<file path="src/rtl/mips_rf_pkg.sv">
`default_nettype none
// ============================================================================
// Module   : mips_rf_pkg
// Purpose  : Shared defaults, constants and FSM state encoding for the
//            register-file access controller of the multi-cycle MIPS32 datapath.
// Contents : DATA_W_DEF / ADDR_W_DEF default widths, NUM_REGS, REG_ZERO,
//            state_t (IDLE / READ / HOLD).
// Revision : 1.0 - initial release
// ============================================================================
package mips_rf_pkg;

  localparam int DATA_W_DEF = 32;
  localparam int ADDR_W_DEF = 5;
  localparam int NUM_REGS   = 2 ** ADDR_W_DEF;

  // Index of the hard-wired zero register; it can never hold a pending result.
  localparam int REG_ZERO   = 0;

  typedef enum logic [1:0] {
    IDLE = 2'd0,
    READ = 2'd1,
    HOLD = 2'd2
  } state_t;

endpackage : mips_rf_pkg
`default_nettype wire

</file>
<file path="src/rtl/regfile_access_ctrl_if.sv">
`default_nettype none
// ============================================================================
// Module   : regfile_access_ctrl_if
// Purpose  : Bundles the issue, writeback, register-file and operand
//            handshakes of regfile_access_ctrl.
// Modports : slave  - the controller (accepts issue/writeback, drives file)
//            master - the surrounding datapath (decode, EX/MEM, file, consumer)
// Revision : 1.0 - initial release
// ============================================================================
interface regfile_access_ctrl_if
  import mips_rf_pkg::*;
#(
  parameter int DATA_W = DATA_W_DEF,
  parameter int ADDR_W = ADDR_W_DEF
);

  // Operand-fetch request from decode
  logic              IssueValid;
  logic              IssueReady;
  logic [ADDR_W-1:0] IssueRs;
  logic [ADDR_W-1:0] IssueRt;
  logic [ADDR_W-1:0] IssueRd;
  logic              IssueRdEn;

  // Result writeback from execute/memory
  logic              WbValid;
  logic [ADDR_W-1:0] WbReg;
  logic [DATA_W-1:0] WbData;

  // Register-file ports
  logic [ADDR_W-1:0] ReadReg1;
  logic [ADDR_W-1:0] ReadReg2;
  logic [DATA_W-1:0] ReadData1;
  logic [DATA_W-1:0] ReadData2;
  logic [ADDR_W-1:0] WriteReg;
  logic [DATA_W-1:0] WriteData;
  logic              RegWrite;

  // Operand delivery to the consumer
  logic              OperandValid;
  logic              OperandReady;
  logic [DATA_W-1:0] OperandA;
  logic [DATA_W-1:0] OperandB;
  logic [ADDR_W-1:0] OperandTag;

  modport slave (
    input  IssueValid, IssueRs, IssueRt, IssueRd, IssueRdEn,
    output IssueReady,
    input  WbValid, WbReg, WbData,
    output ReadReg1, ReadReg2,
    input  ReadData1, ReadData2,
    output WriteReg, WriteData, RegWrite,
    output OperandValid, OperandA, OperandB, OperandTag,
    input  OperandReady
  );

  modport master (
    output IssueValid, IssueRs, IssueRt, IssueRd, IssueRdEn,
    input  IssueReady,
    output WbValid, WbReg, WbData,
    input  ReadReg1, ReadReg2,
    output ReadData1, ReadData2,
    input  WriteReg, WriteData, RegWrite,
    input  OperandValid, OperandA, OperandB, OperandTag,
    output OperandReady
  );

endinterface : regfile_access_ctrl_if
`default_nettype wire

</file>
<file path="src/rtl/rf_scoreboard.sv">
`default_nettype none
// ============================================================================
// Module   : rf_scoreboard
// Purpose  : Busy mask with one bit per architectural register. A bit is set
//            when a producer is issued and cleared when its result is written
//            back. Set wins over clear on the same register in the same cycle,
//            because the set belongs to the newer producer.
// Ports    : clk, rst_n            - clock, async active-low reset
//            i_set_en / i_set_reg  - mark register busy
//            i_clr_en / i_clr_reg  - mark register free
//            i_q1_reg / o_q1_busy  - query port 1
//            i_q2_reg / o_q2_busy  - query port 2
// Revision : 1.0 - initial release
// ============================================================================
module rf_scoreboard
  import mips_rf_pkg::*;
#(
  parameter int ADDR_W = ADDR_W_DEF
) (
  input  wire logic              clk,
  input  wire logic              rst_n,
  input  wire logic              i_set_en,
  input  wire logic [ADDR_W-1:0] i_set_reg,
  input  wire logic              i_clr_en,
  input  wire logic [ADDR_W-1:0] i_clr_reg,
  input  wire logic [ADDR_W-1:0] i_q1_reg,
  input  wire logic [ADDR_W-1:0] i_q2_reg,
  output logic                   o_q1_busy,
  output logic                   o_q2_busy
);

  localparam int NREGS = 2 ** ADDR_W;

  logic [NREGS-1:0] r_busy;
  logic [NREGS-1:0] w_busy_next;

  always_comb begin
    w_busy_next = r_busy;
    for (int i = 0; i < NREGS; i++) begin
      if (i_clr_en && (i_clr_reg == ADDR_W'(i))) begin
        w_busy_next[i] = 1'b0;
      end
      // Evaluated after the clear so a same-cycle set takes priority.
      if (i_set_en && (i_set_reg == ADDR_W'(i))) begin
        w_busy_next[i] = 1'b1;
      end
    end
    w_busy_next[REG_ZERO] = 1'b0;
  end

  always_ff @(posedge clk or negedge rst_n) begin
    if (!rst_n) begin
      r_busy <= '0;
    end else begin
      r_busy <= w_busy_next;
    end
  end

  assign o_q1_busy = r_busy[i_q1_reg];
  assign o_q2_busy = r_busy[i_q2_reg];

endmodule : rf_scoreboard
`default_nettype wire

</file>
<file path="src/rtl/regfile_access_ctrl.sv">
`default_nettype none
// ============================================================================
// Module   : regfile_access_ctrl
// Purpose  : Initiator side of the register-file interface. Accepts operand
//            fetches (stalling on pending producers), reads rs/rt through the
//            file's read ports, holds A/B operands until consumed, and
//            forwards result writebacks to the file as one-cycle pulses.
// Ports    : Clk, Rst_n - clock (rising edge), async active-low reset
//            bus        - regfile_access_ctrl_if.slave (issue, writeback,
//                         register-file ports, operand handshake)
// Options  : REGFILE_FWD_EN - when defined, a writeback in the same cycle as
//            an issue releases the stall, and the READ cycle bypasses the
//            in-flight write data into the operand latches.
// Revision : 1.0 - initial release
// ============================================================================
module regfile_access_ctrl
  import mips_rf_pkg::*;
#(
  parameter int DATA_W = DATA_W_DEF,
  parameter int ADDR_W = ADDR_W_DEF
) (
  input wire logic             Clk,
  input wire logic             Rst_n,
  regfile_access_ctrl_if.slave bus
);

  state_t            r_state;
  logic [ADDR_W-1:0] r_read_reg1;
  logic [ADDR_W-1:0] r_read_reg2;
  logic [ADDR_W-1:0] r_pend_tag;
  logic [ADDR_W-1:0] r_op_tag;
  logic [DATA_W-1:0] r_op_a;
  logic [DATA_W-1:0] r_op_b;
  logic              r_op_valid;
  logic [ADDR_W-1:0] r_write_reg;
  logic [DATA_W-1:0] r_write_data;
  logic              r_reg_write;

  logic              w_rs_busy;
  logic              w_rt_busy;
  logic              w_rs_blocked;
  logic              w_rt_blocked;
  logic              w_issue_ready;
  logic              w_issue_fire;
  logic              w_wb_fire;
  logic              w_set_en;
  logic [DATA_W-1:0] w_opnd_a;
  logic [DATA_W-1:0] w_opnd_b;

  // Writes to r0 are dropped entirely: no pulse, no scoreboard effect.
  assign w_wb_fire = bus.WbValid && (bus.WbReg != '0);
  assign w_set_en  = w_issue_fire && bus.IssueRdEn && (bus.IssueRd != '0);

  rf_scoreboard #(
    .ADDR_W (ADDR_W)
  ) u_scoreboard (
    .clk       (Clk),
    .rst_n     (Rst_n),
    .i_set_en  (w_set_en),
    .i_set_reg (bus.IssueRd),
    .i_clr_en  (w_wb_fire),
    .i_clr_reg (bus.WbReg),
    .i_q1_reg  (bus.IssueRs),
    .i_q2_reg  (bus.IssueRt),
    .o_q1_busy (w_rs_busy),
    .o_q2_busy (w_rt_busy)
  );

`ifdef REGFILE_FWD_EN
  // A producer finishing this cycle no longer blocks its consumers; the
  // following READ cycle overlaps the RegWrite pulse, so the file still holds
  // the old value and the write data is bypassed instead.
  assign w_rs_blocked = w_rs_busy && !(w_wb_fire && (bus.WbReg == bus.IssueRs));
  assign w_rt_blocked = w_rt_busy && !(w_wb_fire && (bus.WbReg == bus.IssueRt));
  assign w_opnd_a = (r_reg_write && (r_write_reg == r_read_reg1) && (r_read_reg1 != '0))
                    ? r_write_data : bus.ReadData1;
  assign w_opnd_b = (r_reg_write && (r_write_reg == r_read_reg2) && (r_read_reg2 != '0))
                    ? r_write_data : bus.ReadData2;
`else
  assign w_rs_blocked = w_rs_busy;
  assign w_rt_blocked = w_rt_busy;
  assign w_opnd_a     = bus.ReadData1;
  assign w_opnd_b     = bus.ReadData2;
`endif

  // Gated by Rst_n so that IssueReady is also low while reset is held.
  assign w_issue_ready = Rst_n && (r_state == IDLE) && !w_rs_blocked && !w_rt_blocked;
  assign w_issue_fire  = bus.IssueValid && w_issue_ready;

  // Operand-fetch FSM
  always_ff @(posedge Clk or negedge Rst_n) begin
    if (!Rst_n) begin
      r_state     <= IDLE;
      r_read_reg1 <= '0;
      r_read_reg2 <= '0;
      r_pend_tag  <= '0;
      r_op_tag    <= '0;
      r_op_a      <= '0;
      r_op_b      <= '0;
      r_op_valid  <= 1'b0;
    end else begin
      case (r_state)
        IDLE: begin
          if (w_issue_fire) begin
            r_read_reg1 <= bus.IssueRs;
            r_read_reg2 <= bus.IssueRt;
            r_pend_tag  <= bus.IssueRdEn ? bus.IssueRd : '0;
            r_state     <= READ;
          end
        end
        READ: begin
          r_op_a     <= w_opnd_a;
          r_op_b     <= w_opnd_b;
          r_op_tag   <= r_pend_tag;
          r_op_valid <= 1'b1;
          r_state    <= HOLD;
        end
        HOLD: begin
          if (bus.OperandReady) begin
            r_op_valid <= 1'b0;
            r_state    <= IDLE;
          end
        end
        default: begin
          r_op_valid <= 1'b0;
          r_state    <= IDLE;
        end
      endcase
    end
  end

  // Writeback path: independent of the FSM and never stalled.
  always_ff @(posedge Clk or negedge Rst_n) begin
    if (!Rst_n) begin
      r_reg_write  <= 1'b0;
      r_write_reg  <= '0;
      r_write_data <= '0;
    end else begin
      r_reg_write <= w_wb_fire;
      if (w_wb_fire) begin
        r_write_reg  <= bus.WbReg;
        r_write_data <= bus.WbData;
      end
    end
  end

  assign bus.IssueReady   = w_issue_ready;
  assign bus.ReadReg1     = r_read_reg1;
  assign bus.ReadReg2     = r_read_reg2;
  assign bus.WriteReg     = r_write_reg;
  assign bus.WriteData    = r_write_data;
  assign bus.RegWrite     = r_reg_write;
  assign bus.OperandValid = r_op_valid;
  assign bus.OperandA     = r_op_a;
  assign bus.OperandB     = r_op_b;
  assign bus.OperandTag   = r_op_tag;

endmodule : regfile_access_ctrl
`default_nettype wire
</file>
<file path="src/flat_wrapper.sv">
// flat-port wrapper written by rule: the top's interface ports become plain ports
module regfile_access_ctrl_flat import mips_rf_pkg::*;
#(
  parameter int DATA_W = DATA_W_DEF,
  parameter int ADDR_W = ADDR_W_DEF
)
  (Clk, Rst_n, bus_IssueValid, bus_IssueRs, bus_IssueRt, bus_IssueRd, bus_IssueRdEn, bus_IssueReady, bus_WbValid, bus_WbReg, bus_WbData, bus_ReadReg1, bus_ReadReg2, bus_ReadData1, bus_ReadData2, bus_WriteReg, bus_WriteData, bus_RegWrite, bus_OperandValid, bus_OperandA, bus_OperandB, bus_OperandTag, bus_OperandReady);
  regfile_access_ctrl_if #(.DATA_W(DATA_W), .ADDR_W(ADDR_W)) bus_i ();
  input wire logic Clk;
  input wire logic Rst_n;
  input wire logic [$bits(bus_i.IssueValid)-1:0] bus_IssueValid;
  input wire logic [$bits(bus_i.IssueRs)-1:0] bus_IssueRs;
  input wire logic [$bits(bus_i.IssueRt)-1:0] bus_IssueRt;
  input wire logic [$bits(bus_i.IssueRd)-1:0] bus_IssueRd;
  input wire logic [$bits(bus_i.IssueRdEn)-1:0] bus_IssueRdEn;
  output wire logic [$bits(bus_i.IssueReady)-1:0] bus_IssueReady;
  input wire logic [$bits(bus_i.WbValid)-1:0] bus_WbValid;
  input wire logic [$bits(bus_i.WbReg)-1:0] bus_WbReg;
  input wire logic [$bits(bus_i.WbData)-1:0] bus_WbData;
  output wire logic [$bits(bus_i.ReadReg1)-1:0] bus_ReadReg1;
  output wire logic [$bits(bus_i.ReadReg2)-1:0] bus_ReadReg2;
  input wire logic [$bits(bus_i.ReadData1)-1:0] bus_ReadData1;
  input wire logic [$bits(bus_i.ReadData2)-1:0] bus_ReadData2;
  output wire logic [$bits(bus_i.WriteReg)-1:0] bus_WriteReg;
  output wire logic [$bits(bus_i.WriteData)-1:0] bus_WriteData;
  output wire logic [$bits(bus_i.RegWrite)-1:0] bus_RegWrite;
  output wire logic [$bits(bus_i.OperandValid)-1:0] bus_OperandValid;
  output wire logic [$bits(bus_i.OperandA)-1:0] bus_OperandA;
  output wire logic [$bits(bus_i.OperandB)-1:0] bus_OperandB;
  output wire logic [$bits(bus_i.OperandTag)-1:0] bus_OperandTag;
  input wire logic [$bits(bus_i.OperandReady)-1:0] bus_OperandReady;
  assign bus_i.IssueValid = bus_IssueValid;
  assign bus_i.IssueRs = bus_IssueRs;
  assign bus_i.IssueRt = bus_IssueRt;
  assign bus_i.IssueRd = bus_IssueRd;
  assign bus_i.IssueRdEn = bus_IssueRdEn;
  assign bus_IssueReady = bus_i.IssueReady;
  assign bus_i.WbValid = bus_WbValid;
  assign bus_i.WbReg = bus_WbReg;
  assign bus_i.WbData = bus_WbData;
  assign bus_ReadReg1 = bus_i.ReadReg1;
  assign bus_ReadReg2 = bus_i.ReadReg2;
  assign bus_i.ReadData1 = bus_ReadData1;
  assign bus_i.ReadData2 = bus_ReadData2;
  assign bus_WriteReg = bus_i.WriteReg;
  assign bus_WriteData = bus_i.WriteData;
  assign bus_RegWrite = bus_i.RegWrite;
  assign bus_OperandValid = bus_i.OperandValid;
  assign bus_OperandA = bus_i.OperandA;
  assign bus_OperandB = bus_i.OperandB;
  assign bus_OperandTag = bus_i.OperandTag;
  assign bus_i.OperandReady = bus_OperandReady;
  regfile_access_ctrl #(.DATA_W(DATA_W), .ADDR_W(ADDR_W)) u_core (.Clk(Clk), .Rst_n(Rst_n), .bus(bus_i));
endmodule
</file>
<file path="config.mk">
export PLATFORM = sky130hd
export DESIGN_NAME = regfile_access_ctrl_flat
export DESIGN_NICKNAME = d
export VERILOG_FILES = /design/src/rtl/mips_rf_pkg.sv /design/src/rtl/regfile_access_ctrl_if.sv /design/src/rtl/rf_scoreboard.sv /design/src/rtl/regfile_access_ctrl.sv /design/src/flat_wrapper.sv
export SDC_FILE = /design/constraint.sdc
export NUM_CORES = 1
export LEC_CHECK = 0
export CAP_MARGIN = 10
export CORE_ASPECT_RATIO = 0.5
export CORE_UTILIZATION = 46
export CTS_BUF_LIST = sky130_fd_sc_hd__clkbuf_4
export DETAILED_ROUTE_END_ITERATION = 10
export MAX_ROUTING_LAYER = met4
export PLACE_DENSITY = 0.82
export SETUP_SLACK_MARGIN = 0.4
export SLEW_MARGIN = 30
export SYNTH_ARGS = -nofsm -noshare
export SYNTH_HDL_FRONTEND = slang
export SYNTH_HIERARCHICAL = 1
export SYNTH_SLANG_ARGS = --single-unit
</file>
<file path="constraint.sdc">
create_clock -name Clk -period 4.1 [get_ports Clk]
set_clock_uncertainty 0.1 [all_clocks]
set_input_delay 1.23 -clock Clk [delete_from_list [all_inputs] [get_ports Clk]]
set_output_delay 1.23 -clock Clk [all_outputs]
set_load 0.03 [all_outputs]
</file>
==> impl_metrics.json <==
{
  "avgSynthCellArea_um2": 13.6,
  "grt_overflow": 0,
  "dp_hpwl_um": 13000,
  "relSlewSlack_pct": 39.6,
  "first_pass_iters": 5,
  "initial_core_util_pct": 47.9,
  "die_y_um": 86.7,
  "cts_tree": "yes",
  "outcome": "complete, but fails checks",
  "cp_slowest_cell": "mux4_2",
  "clkPwrFrac_pct": 17.9,
  "grt_pass1_vias": 5270,
  "p_int_mw": 3.52,
  "pin_count": 241,
  "cp_max_fo": 6,
  "total_power_mw": 5.57,
  "cts.clk_slew.worst_paths_ps": 150,
  "setup_violations": 1,
  "clock_sinks": 156,
  "p_leak_nw": 4.07,
  "synthArstFlopShare_pct": 100,
  "rows": 30,
  "gp_congestion": 0.893,
  "vias_per_cell": 5.22,
  "layout.nets": 868,
  "setup_ws_ps": -215,
  "hold_path_class": "in2async",
  "reg2reg_from": "u_core/u_scoreboard/r_busy[19]$_DFFE_PN0P_",
  "critical_path.cell_chain": "buf_6 > buf_8 > mux4_2 > mux2_4 > nand3b_1 > nand4_1 > nor4b_2 > nor2b_4 > buf_6",
  "drt_iter0_markers": 367,
  "timing.hold.ws_ps": 392,
  "timing.fmax_ghz": 0.232,
  "synth_edf_count": 0,
  "yosysMostFrequentCell": "dfrtp_1",
  "wl_per_cell_um": 18.0,
  "track_usage_pct": 25.0,
  "syn_to_final_growth_pct": 47.6,
  "portBuffers": 240,
  "synth_common_cells": "dfrtp_1, mux2_2, o21ai_0",
  "cts.htree.levels": 4,
  "syn_nets": 607,
  "place_ws_ps": -700,
  "start_kind": "input port",
  "final-hold-violation-count": 0,
  "ys_ff_latch": 156,
  "multi_input_area_um2": 2590,
  "synth_cell_types": 40,
  "synth_area_leaders": "dfrtp_1, mux2_2, o21ai_0",
  "antenna_found_initial": 1,
  "regArea_um2": 3900,
  "ys.flop_type": "dfrtp_1",
  "core_um2": 13800,
  "switching_share_pct": 36.8,
  "drv_cap": 0,
  "reg2reg_slack_ps": 1160,
  "routed_wl_um": 17200,
  "cp_slowest_stage_delay_ps": 490,
  "max-vdd-ir-drop_v": 0.000332,
  "cts-root-buf": "clkbuf_4",
  "grt_pass1_wl_um": 27300,
  "synth_area_leader_cell": "dfrtp_1",
  "rsz0062_at_grt": "yes",
  "die_area_um2": 14900,
  "dp_cells": 917,
  "tightest_slew_ps": 904,
  "seq_power_share_pct": 39.3,
  "drc": 0,
  "cp_data_arrival_time_ps": 2980,
  "num_vias": 4974,
  "netlist_area_um2": 6600,
  "nFillCells": 1020,
  "synth_cells": 485,
  "drv_slew": 0,
  "switchingPower_mw": 2.05,
  "required_ps": 2770,
  "p_per_area_nw_per_um2": 572,
  "end_kind": "output port",
  "synth.top_cell.area_share_pct": 59.1,
  "ys_warn_count": 6,
  "fin_crit_sh_pct": 105,
  "clk_path_buf_depth": 2,
  "startpoint": "bus_IssueRs[0]",
  "path_common_cell": "buf_6",
  "violations": "negative setup slack",
  "clock_latency_ps": 530,
  "path_class": "in2out",
  "ant_nets": 0,
  "die_w_um": 171,
  "drive_above_1_share_pct": 24.4,
  "grt_max_degree": 76,
  "fin_util_pct": 70.7,
  "period_needed_ps": 4310,
  "yosysSeqAreaShare_pct": 59.1,
  "fin_cells": 952,
  "cts_inserted_buffers": 17,
  "combPwrFrac_pct": 42.7
}
## metrics by stage
step	setup TNS, ps	instance area (um2)
2_1_floorplan	0	6650
3_3_place_gp	-7250	9370
3_5_place_dp	-10820	9370
4_1_cts	-257	9730
5_1_grt	-324	9740
6_report	-215	9740
## final timing paths
kind	endpoint	cells past startpoint
max in group asynchronous	u_core/u_scoreboard/r_busy[30]$_DFFE_PN0P_	2
worst max register to register	u_core/u_scoreboard/r_busy[6]$_DFFE_PN0P_	10
min in group Clk	u_core/bus.OperandValid$_DFFE_PN0P_	1
worst min register to register	u_core/bus.OperandValid$_DFFE_PN0P_	1
worst max-delay path	bus_IssueReady	9
worst min-delay path	u_core/bus.OperandB[16]$_DFFE_PN0P_	1
## per-layer routing
layer  global-route usage (%)  vias to the layer above  routed length, um
met4                     10.8                        0                454
met3                     3.93                       32                603
met5                        -                        -                  0
met1                     29.4                     2495               6970
li1                         -                     2299                  -
met2                     43.2                      148               9130
## final cells by class
class | instances | area share (%)
Sequential cell | 156 | 40.1
Timing Repair Buffer | 262 | 27.4
Multi-Input combinational cell | 301 | 26.5
Tap cell | 192 | 2.47
Clock inverter | 13 | 1.71
Clock buffer | 19 | 1.46
Inverter | 8 | 0.308
Antenna cell | 1 | 0.0257
## layout by cell type, fill, tap and decap left out, types with 7 or more instances in the layout
cell type and count:
clkdlybuf4s50_1 233, dfrtp_1 156, mux2_2 111, o21ai_0 49, mux2i_1 22, clkbuf_4 19, nand2_1 15, buf_4 14
o21ai_1 14, nand3_1 13, nand2b_1 9, inv_1 8, nor2_1 8, nor2b_1 7
## sequential cells by signal, indices dropped and copies added, names as in the netlist
signal and flops:
u_core/r_pend_tag 5, u_core/bus.OperandA 32, u_core/bus.RegWrite 1, u_core/bus.OperandB 32
u_core/bus.OperandValid 1, u_core/u_scoreboard/r_busy 31, u_core/r_state 2, u_core/bus.ReadReg2 5
u_core/bus.OperandTag 5, u_core/bus.ReadReg1 5, u_core/bus.WriteReg 5, u_core/bus.WriteData 32
## cells by family after synthesis
logic type / share of synthesized area [%]
AO/OA/AOI/OAI: 7.52
buffers and inverters: 2.31
flip-flops: 59.1
multiplexers: 24.8
AND/OR/NAND/NOR: 6.20
## power by group through the flow
stage / registers (mW) / clock network (mW) / logic (mW)
2_1_floorplan: 2.97 / 0 / 0.500
6_report: 2.19 / 0.999 / 2.38
4_1_cts: 2.20 / 1.03 / 2.40
3_5_place_dp: 2.23 / 0 / 2.39
5_1_grt: 2.25 / 1.09 / 2.49
3_3_place_gp: 2.20 / 0 / 2.35
## critical path, delay by kind of cell
kind,cells,cell delay (ps)
buffers and inverters,3,310
AND/OR/NAND/NOR,4,680
multiplexers,2,770
## timing repair
| item | in CTS | in global routing |
|---|---|---|
| pin swaps | 2 | 2 |
| resized for setup | 12 | 2 |
| setup endpoints to repair | 46 | 1 |
| hold buffers | 0 | 0 |
| gates cloned | 1 | 0 |
| buffers inserted | 1 | 0 |
Note: power is estimated with default switching activity, not from simulation.
